===== config.mk =====
export PLATFORM = sky130hd
export DESIGN_NAME = lsu_mem_stage
export DESIGN_NICKNAME = d
export VERILOG_FILES = /design/src/rtl/risc_pkg.sv /design/src/rtl/lsu_align.sv /design/src/rtl/lsu_mem_stage.sv
export SDC_FILE = /design/constraint.sdc
export NUM_CORES = 1
export LEC_CHECK = 0
export ABC_AREA = 1
export CAP_MARGIN = 20
export CORE_MARGIN = 3
export CORE_UTILIZATION = 49
export DETAILED_ROUTE_END_ITERATION = 8
export PLACE_DENSITY = 0.86
export SETUP_SLACK_MARGIN = 0.4
export SLEW_MARGIN = 20
export SYNTH_ARGS = -nofsm -noshare
export SYNTH_HDL_FRONTEND = slang
export SYNTH_SLANG_ARGS = --single-unit

===== constraint.sdc =====
create_clock -name clk -period 4.5 [get_ports clk]
set_clock_uncertainty 0.15 [all_clocks]
set_input_delay 1.125 -clock clk [delete_from_list [all_inputs] [get_ports clk]]
set_output_delay 1.125 -clock clk [all_outputs]
set_load 0.03 [all_outputs]

===== src/rtl/risc_pkg.sv =====
// rtl/risc_pkg.sv - shared load/store unit types, size encodings and op decode helpers
package risc_pkg;

    typedef enum logic [2:0] {
        OP_LSU_LB,
        OP_LSU_LH,
        OP_LSU_LW,
        OP_LSU_LBU,
        OP_LSU_LHU,
        OP_LSU_SB,
        OP_LSU_SH,
        OP_LSU_SW
    } op_enum_lsu;

    typedef enum logic [1:0] {
        LSU_IDLE,
        LSU_REQ,
        LSU_WAIT,
        LSU_DONE
    } lsu_state_e;

    localparam logic [1:0] LSU_SIZE_B = 2'b00;
    localparam logic [1:0] LSU_SIZE_H = 2'b01;
    localparam logic [1:0] LSU_SIZE_W = 2'b10;

    function automatic logic [1:0] lsu_size(input op_enum_lsu op);
        case (op)
            OP_LSU_LB, OP_LSU_LBU, OP_LSU_SB: lsu_size = LSU_SIZE_B;
            OP_LSU_LH, OP_LSU_LHU, OP_LSU_SH: lsu_size = LSU_SIZE_H;
            default:                          lsu_size = LSU_SIZE_W;
        endcase
    endfunction

    function automatic logic lsu_is_store(input op_enum_lsu op);
        lsu_is_store = (op == OP_LSU_SB) || (op == OP_LSU_SH) || (op == OP_LSU_SW);
    endfunction

    function automatic logic lsu_misaligned(input op_enum_lsu op, input logic [1:0] addr_lo);
        case (lsu_size(op))
            LSU_SIZE_H: lsu_misaligned = addr_lo[0];
            LSU_SIZE_W: lsu_misaligned = (addr_lo != 2'b00);
            default:    lsu_misaligned = 1'b0;
        endcase
    endfunction

endpackage


===== src/rtl/lsu_align.sv =====
// rtl/lsu_align.sv - byte-lane steering: store enables/replication and load lane select/extension
module lsu_align
    import risc_pkg::*;
(
    input  op_enum_lsu  op_i,
    input  logic [1:0]  addr_lo_i,
    input  logic [31:0] wdata_i,
    input  logic [31:0] rdata_i,
    output logic [3:0]  be_o,
    output logic [31:0] wdata_o,
    output logic [31:0] rdata_o
);

    logic [7:0]  byte_sel;
    logic [15:0] half_sel;

    assign byte_sel = rdata_i[{addr_lo_i, 3'b000} +: 8];
    assign half_sel = rdata_i[{addr_lo_i[1], 4'b0000} +: 16];

    // Loads fetch the whole word; only stores narrow the enables.
    always_comb begin
        be_o    = 4'b1111;
        wdata_o = wdata_i;
        if (lsu_is_store(op_i)) begin
            case (lsu_size(op_i))
                LSU_SIZE_B: begin
                    be_o    = 4'b0001 << addr_lo_i;
                    wdata_o = {4{wdata_i[7:0]}};
                end
                LSU_SIZE_H: begin
                    be_o    = 4'b0011 << addr_lo_i;
                    wdata_o = {2{wdata_i[15:0]}};
                end
                default: begin
                    be_o    = 4'b1111;
                    wdata_o = wdata_i;
                end
            endcase
        end
    end

    always_comb begin
        case (op_i)
            OP_LSU_LB:  rdata_o = {{24{byte_sel[7]}}, byte_sel};
            OP_LSU_LBU: rdata_o = {24'h000000, byte_sel};
            OP_LSU_LH:  rdata_o = {{16{half_sel[15]}}, half_sel};
            OP_LSU_LHU: rdata_o = {16'h0000, half_sel};
            default:    rdata_o = rdata_i;
        endcase
    end

endmodule


===== src/rtl/lsu_mem_stage.sv =====
// rtl/lsu_mem_stage.sv - single-transaction load/store unit on a req/gnt/rvalid bus; LSU_TIMEOUT_EN adds a bus watchdog
module lsu_mem_stage
    import risc_pkg::*;
#(
    parameter int TIMEOUT_CYCLES = 16
) (
    input  logic        clk,
    input  logic        rst_n,
    input  logic        lsu_valid,
    input  op_enum_lsu  lsu_op,
    input  logic [31:0] lsu_addr,
    input  logic [31:0] lsu_wdata,
    output logic        lsu_ready,
    output logic        lsu_busy,
    output logic        lsu_done,
    output logic        lsu_err,
    output logic [31:0] lsu_rdata,
    output logic        mem_req,
    output logic        mem_we,
    output logic [31:0] mem_addr,
    output logic [3:0]  mem_be,
    output logic [31:0] mem_wdata,
    input  logic        mem_gnt,
    input  logic        mem_rvalid,
    input  logic [31:0] mem_rdata
);

    lsu_state_e  state_q, state_d;
    op_enum_lsu  op_q, op_d;
    logic [1:0]  addr_lo_q, addr_lo_d;
    logic        we_q, we_d;
    logic [31:0] addr_q, addr_d;
    logic [3:0]  be_q, be_d;
    logic [31:0] wdata_q, wdata_d;
    logic [31:0] rdata_q, rdata_d;
    logic        err_q, err_d;

    op_enum_lsu  align_op;
    logic [1:0]  align_lo;
    logic [3:0]  align_be;
    logic [31:0] align_wdata;
    logic [31:0] align_rdata;
    logic        timeout_hit;

    // In IDLE the aligner shapes the incoming request; afterwards it extends the returned word.
    assign align_op = (state_q == LSU_IDLE) ? lsu_op : op_q;
    assign align_lo = (state_q == LSU_IDLE) ? lsu_addr[1:0] : addr_lo_q;

    lsu_align u_align (
        .op_i      (align_op),
        .addr_lo_i (align_lo),
        .wdata_i   (lsu_wdata),
        .rdata_i   (mem_rdata),
        .be_o      (align_be),
        .wdata_o   (align_wdata),
        .rdata_o   (align_rdata)
    );

`ifdef LSU_TIMEOUT_EN
    localparam int CNT_W = $clog2(TIMEOUT_CYCLES + 1);
    logic [CNT_W-1:0] cnt_q, cnt_d;

    // Counter reads N-1 during the Nth bus cycle, so the limit fires in the last allowed cycle.
    assign timeout_hit = (cnt_q == CNT_W'(TIMEOUT_CYCLES - 1));

    always_comb begin
        cnt_d = cnt_q;
        if (state_q == LSU_IDLE) begin
            cnt_d = '0;
        end else if ((state_q == LSU_REQ) || (state_q == LSU_WAIT)) begin
            cnt_d = cnt_q + CNT_W'(1);
        end
    end

    always_ff @(posedge clk or negedge rst_n) begin
        if (!rst_n) begin
            cnt_q <= '0;
        end else begin
            cnt_q <= cnt_d;
        end
    end
`else
    assign timeout_hit = 1'b0;
`endif

    always_comb begin
        state_d   = state_q;
        op_d      = op_q;
        addr_lo_d = addr_lo_q;
        we_d      = we_q;
        addr_d    = addr_q;
        be_d      = be_q;
        wdata_d   = wdata_q;
        rdata_d   = rdata_q;
        err_d     = err_q;
        case (state_q)
            LSU_IDLE: begin
                if (lsu_valid) begin
                    if (lsu_misaligned(lsu_op, lsu_addr[1:0])) begin
                        state_d = LSU_DONE;
                        err_d   = 1'b1;
                        rdata_d = '0;
                    end else begin
                        state_d   = LSU_REQ;
                        op_d      = lsu_op;
                        addr_lo_d = lsu_addr[1:0];
                        we_d      = lsu_is_store(lsu_op);
                        addr_d    = {lsu_addr[31:2], 2'b00};
                        be_d      = align_be;
                        wdata_d   = align_wdata;
                        err_d     = 1'b0;
                    end
                end
            end
            LSU_REQ: begin
                if (mem_gnt) begin
                    state_d = we_q ? LSU_DONE : LSU_WAIT;
                end else if (timeout_hit) begin
                    state_d = LSU_DONE;
                    err_d   = 1'b1;
                    rdata_d = '0;
                end
            end
            LSU_WAIT: begin
                if (mem_rvalid) begin
                    state_d = LSU_DONE;
                    rdata_d = align_rdata;
                end else if (timeout_hit) begin
                    state_d = LSU_DONE;
                    err_d   = 1'b1;
                    rdata_d = '0;
                end
            end
            default: begin
                state_d = LSU_IDLE;
            end
        endcase
    end

    always_ff @(posedge clk or negedge rst_n) begin
        if (!rst_n) begin
            state_q   <= LSU_IDLE;
            op_q      <= OP_LSU_LW;
            addr_lo_q <= 2'b00;
            we_q      <= 1'b0;
            addr_q    <= '0;
            be_q      <= '0;
            wdata_q   <= '0;
            rdata_q   <= '0;
            err_q     <= 1'b0;
        end else begin
            state_q   <= state_d;
            op_q      <= op_d;
            addr_lo_q <= addr_lo_d;
            we_q      <= we_d;
            addr_q    <= addr_d;
            be_q      <= be_d;
            wdata_q   <= wdata_d;
            rdata_q   <= rdata_d;
            err_q     <= err_d;
        end
    end

    assign lsu_ready = (state_q == LSU_IDLE);
    assign lsu_busy  = (state_q != LSU_IDLE);
    assign lsu_done  = (state_q == LSU_DONE);
    assign lsu_err   = err_q;
    assign lsu_rdata = rdata_q;
    assign mem_req   = (state_q == LSU_REQ);
    assign mem_we    = we_q;
    assign mem_addr  = addr_q;
    assign mem_be    = be_q;
    assign mem_wdata = wdata_q;

endmodule


# Word-level counts from Yosys, hierarchy flattened
# Cells that the tools add are included.
[totals] regBits=107 latch_bits=0 mem_bits_rw=0 mem_bits_ro=0 input_bits=104 elab_cells=81 n_memories=0
[op_classes] n_addsub=0 mul=0 div=0 order_cmp=0 n_eq_ne=22 shift=4 muxes=26 n_bitwise=1 n_reduce_logical=19
[ops] op="$mux W32" n=4
[ops] op="$pmux W32 S2" n=2
[ops] op="$pmux W32 S4" n=1
[ops] op="$shiftx A32 B6 Y16" n=1
[ops] op="$shiftx A32 B6 Y8" n=1
[ops] op="$eq A3 B3 Y1 const B" n=8
[ops] op="$mux W2" n=8
[ops] op="$reduce_or A3 Y1" n=4
[ops] op="$pmux W2 S2" n=2
[ops] op="$pmux W4 S2" n=1
[ops] op="$eq A2 B1 Y1 const B" n=3
[ops] op="$eq A2 B2 Y1 const B" n=3
[ops] op="$eq A3 B1 Y1 const B" n=2
[ops] op="$eq A3 B2 Y1 const B" n=2
[ops] op="$logic_not A3 Y1" n=2
[ops] op="$pmux W2 S3" n=1
[ops] op="$reduce_and A3 Y1" n=2
[ops] op="$reduce_bool A2 Y1" n=3
[ops] op="$logic_not A2 Y1" n=2
[ops] op="$logic_or A1 B1 Y1" n=4
[ops] op="$mux W1" n=4
[ops] op="$mux W4" n=1
[ops] op="$ne A2 B1 Y1 const B" n=2
[ops] op="$ne A2 B2 Y1 const B" n=2
[ops] op="7 further kinds" n=7

# Logic depth before layout (Yosys ltp)
[depth] depth_word=12 depth_mapped=15 mapped_depth_nobuf=13

# By module
# A second synthesis with hierarchy kept.
[unflattened] hier_cells=916 hier_area_um2=6444.9
[modules_own_cells] mod="lsu_mem_stage" instances=1 cells_each=586 area_per_inst_um2=4901.0
[modules_own_cells] mod="lsu_align" instances=1 cells_each=330 area_per_inst_um2=1544.0

# Worst setup path before layout
# Ideal clock, no wire load.
[synth_path] kind="flip-flop to output port" start="register state_q[0]" end="output port lsu_busy" arrival_time_ns=1.194 slack_ns=2.031 path_stages_with_launch=5 path_buffers=1 cell_sequence="dfrtp_1 -> inv_1 -> ha_1 -> inv_2 -> buf_6"
[synth_via] elab_chain_len=1
[synth_rtl] element="start, declared" line="lsu_mem_stage.sv:28" rtl="lsu_state_e state_q, state_d;"
[synth_rtl] element="start signal, assigned" line="lsu_mem_stage.sv:152" rtl="state_q <= state_d;"
[synth_rtl] element="$reduce_bool A2 Y1" line="lsu_mem_stage.sv:165" rtl="assign lsu_busy = (state_q != LSU_IDLE);"
[synth_rtl] element="end, declared" line="lsu_mem_stage.sv:14" rtl="output logic lsu_busy,"
# No other way between the ends.

# Final worst setup path
# Same ends and word-level chain as after synthesis.

==> flow_summary.yaml <==
grt:
  antenna_found_initial: 0
  grt_max_degree: 80
  grt_pass1_wl_mm: 27.57
  grt_pass1_vias: 5511
  track_usage_pct: 25.88
  gr-total-overflow: 0
place:
  dp_slack_ns: 1.110
  place.gp.congestion: 0.8657
  dp_hpwl_mm: 12.51
  port_buffers: 207
routing:
  routed_wl_mm: 17.33
  wl_met2_mm: 8.253
  drt_iter0_drc: 602
  firstDrtPassIters: 7
  dr.max_layer_used: "met4"
  wl_met3_mm: 1.204
  wire_per_inst_um: 14.43
  routed_via_density: 4.971
  drc: 0
  vias: 5970
  m1WireLength_mm: 7.365
  ant_nets: 0
cts:
  numCtsBuffers: 9
  h-tree-depth: 3
  cts_tree: "built"
  clock_sink_count: 107
  clkLatencyLatePin_ns: 0.34
  cts_root_buf: "clkbuf_16"
  hold_buffers: 0
  cts.path.max_buffers: 2
  cts_resized: 0
  post_cts_buffers: 0
  clkSlewWorstSetupHoldPaths_ns: 0.07
yosys:
  synth-seq-cells: 107
  yosys.area.top_type: "dfrtp_1"
  synth-edff-count: 0
  yosysTopAreaCellShare_pct: 44.74
  syn_avg_cell_area_um2: 6.863
  yosysSeqAreaShare_pct: 45.18
  syn_inst: 864
  yosysWarnings: 0
  synth_cell_types: 30
  async_reset_ff_share_pct: 100.0
  synth_area_leaders: "dfrtp_1 (45%), nand2_1 (27%), nor2_1 (6.0%)"
  synthFlopType: "dfrtp_1"
  synthTopCellsByCount: "nand2_1 (422), dfrtp_1 (106), nor2_1 (95)"
  syn-cell-area_um2: 5929
  synth.most_common_cell: "nand2_1"
sta:
  hold_viol: 0
  tns_ns: 0
  fin_crit_ns: 3.292
  worstMarginPinSlew_ns: 0.7858
  max_freq_mhz: 303.8
  setup_viol: 0
  rsz0062_at_grt: "no"
  worst_slack_ns: 1.208
  slew_headroom_pct: 47.61
  final_max_slew_viol_count: 0
  final.period_utilization_pct: 73.15
critical_path:
  worstSetupEndpointType: "primary output"
  cp-startpoint: "state_q[0]$_DFFE_PN0P_"
  cp-start-kind: "flop"
  critical_path.max_fanout: 13
  crit_arrival_ns: 2.02
  r2r-start: "state_q[0]$_DFFE_PN0P_"
  worstSetupPathType: "reg -> out"
  slowest_stage: "clkdlybuf4s50_1"
  required_ns: 3.22
  worstPathCellList: "inv_1 > ha_1 > inv_2 > clkdlybuf4s50_1"
  max_stage_delay_ns: 0.73
final_layout:
  nNetsFinal: 1162
  area_growth_pct: 41.34
  diodes: 0
  fillers: 955
  post-route-util_pct: 72.16
  drive_above_1_share_pct: 5.860
  seq_area_um2: 2679
  multi_input_area_um2: 2710
status:
  status: "finished clean"
pwr:
  power_density_nw_per_um2: 757.4
  leakagePower_uw: 0.004485
  ir_worst_vdd_mv: 0.4496
die:
  die_h_um: 116.0
  die_area_um2: 13460
  fp.coreArea_um2: 11610
  rows: 39
  initial_core_util_pct: 51.06
  io_pins: 210
  die_w_um: 116.0
run:
  drv_cap: 0
worst_hold_path:
  holdCritStartpoint: "mem_addr[2]$_DFFE_PN0P_"
  hold_path.class: "reg -> reg"
-- where the power goes --
part	internal, uW	switching, uW	total [uW]
logic	1310	2550	3850
clock network	600	365	965
registers	1320	210	1530
total	3220	3120	6350
-- kinds of logic after synthesis --
kind of cell / after synthesis / synth area share (%)
other cells: 1 / 0.06324
flops: 107 / 45.18
simple gates: 572 / 39.23
buf+inv: 123 / 9.390
compound gates: 57 / 5.296
fa+ha+maj: 4 / 0.8441
-- registers in the layout, summed over array words and instances, names as in the netlist --
signal     flops
mem_be         4
addr_lo_q      2
mem_we         1
lsu_err        1
state_q        2
mem_addr      30
op_q           3
lsu_rdata     32
mem_wdata     32
-- through the flow --
step | std cells | hold WS (ns) | instance area, um^2 | total power (uW)
6_report | 1201 | 0.3259 | 8381 | 6347
2_1_floorplan | 865 | 0.3246 | 5933 | 4186
3_3_place_gp | 1186 | 0.3127 | 8015 | 5299
5_1_grt | 1201 | 0.3515 | 8381 | 6818
4_1_cts | 1201 | 0.3333 | 8377 | 6353
3_5_place_dp | 1186 | 0.3144 | 8015 | 5353
-- cell usage in the layout (no fill, tap or decap), types with 6 or more instances in the layout --
master,n
clkbuf_16,9
o21ai_0,11
inv_1,81
nand3_1,16
clkdlybuf4s50_1,206
dfrtp_1,106
nor2_1,95
o21ai_1,8
a21oi_1,32
buf_4,6
nand4_1,8
nand2_1,422
nand2_2,16
-- worst paths after layout --
path                                             end  slack [ns]  cells after the start
setup / recovery                            lsu_busy        1.21                      4
setup reg to reg           lsu_rdata[16]$_DFFE_PN0P_        1.87                     11
hold reg to reg              mem_addr[2]$_DFFE_PN0P_        0.33                      2
hold / removal               mem_addr[2]$_DFFE_PN0P_        0.33                      2
min in group asynchronous  lsu_rdata[18]$_DFFE_PN0P_        0.66                      1
max in group asynchronous   mem_addr[22]$_DFFE_PN0P_        2.73                      2
-- layer usage --
metal,vias up,global-route usage (%)
met1,2725,35.59
li1,2969,-
met4,0,9.281
met2,235,41.20
met3,41,4.804
met5,-,0
-- area by class of cell --
cell class,count,share of cell area [%]
clock inverter,6,1.627
clock buffer,9,2.687
tap,143,2.135
timing repair buffer,213,25.28
multi-input combinational,635,32.34
inverter,88,3.971
sequential,107,31.96
-- worst max-delay path, delay by kind of cell, from the launching register on --
| kind | cells | cell delay, ns |
|---|---|---|
| flops | 1 | 0.39 |
| fa+ha+maj | 1 | 0.23 |
| buf+inv | 3 | 1.06 |
(Power assumes the default switching activity.)
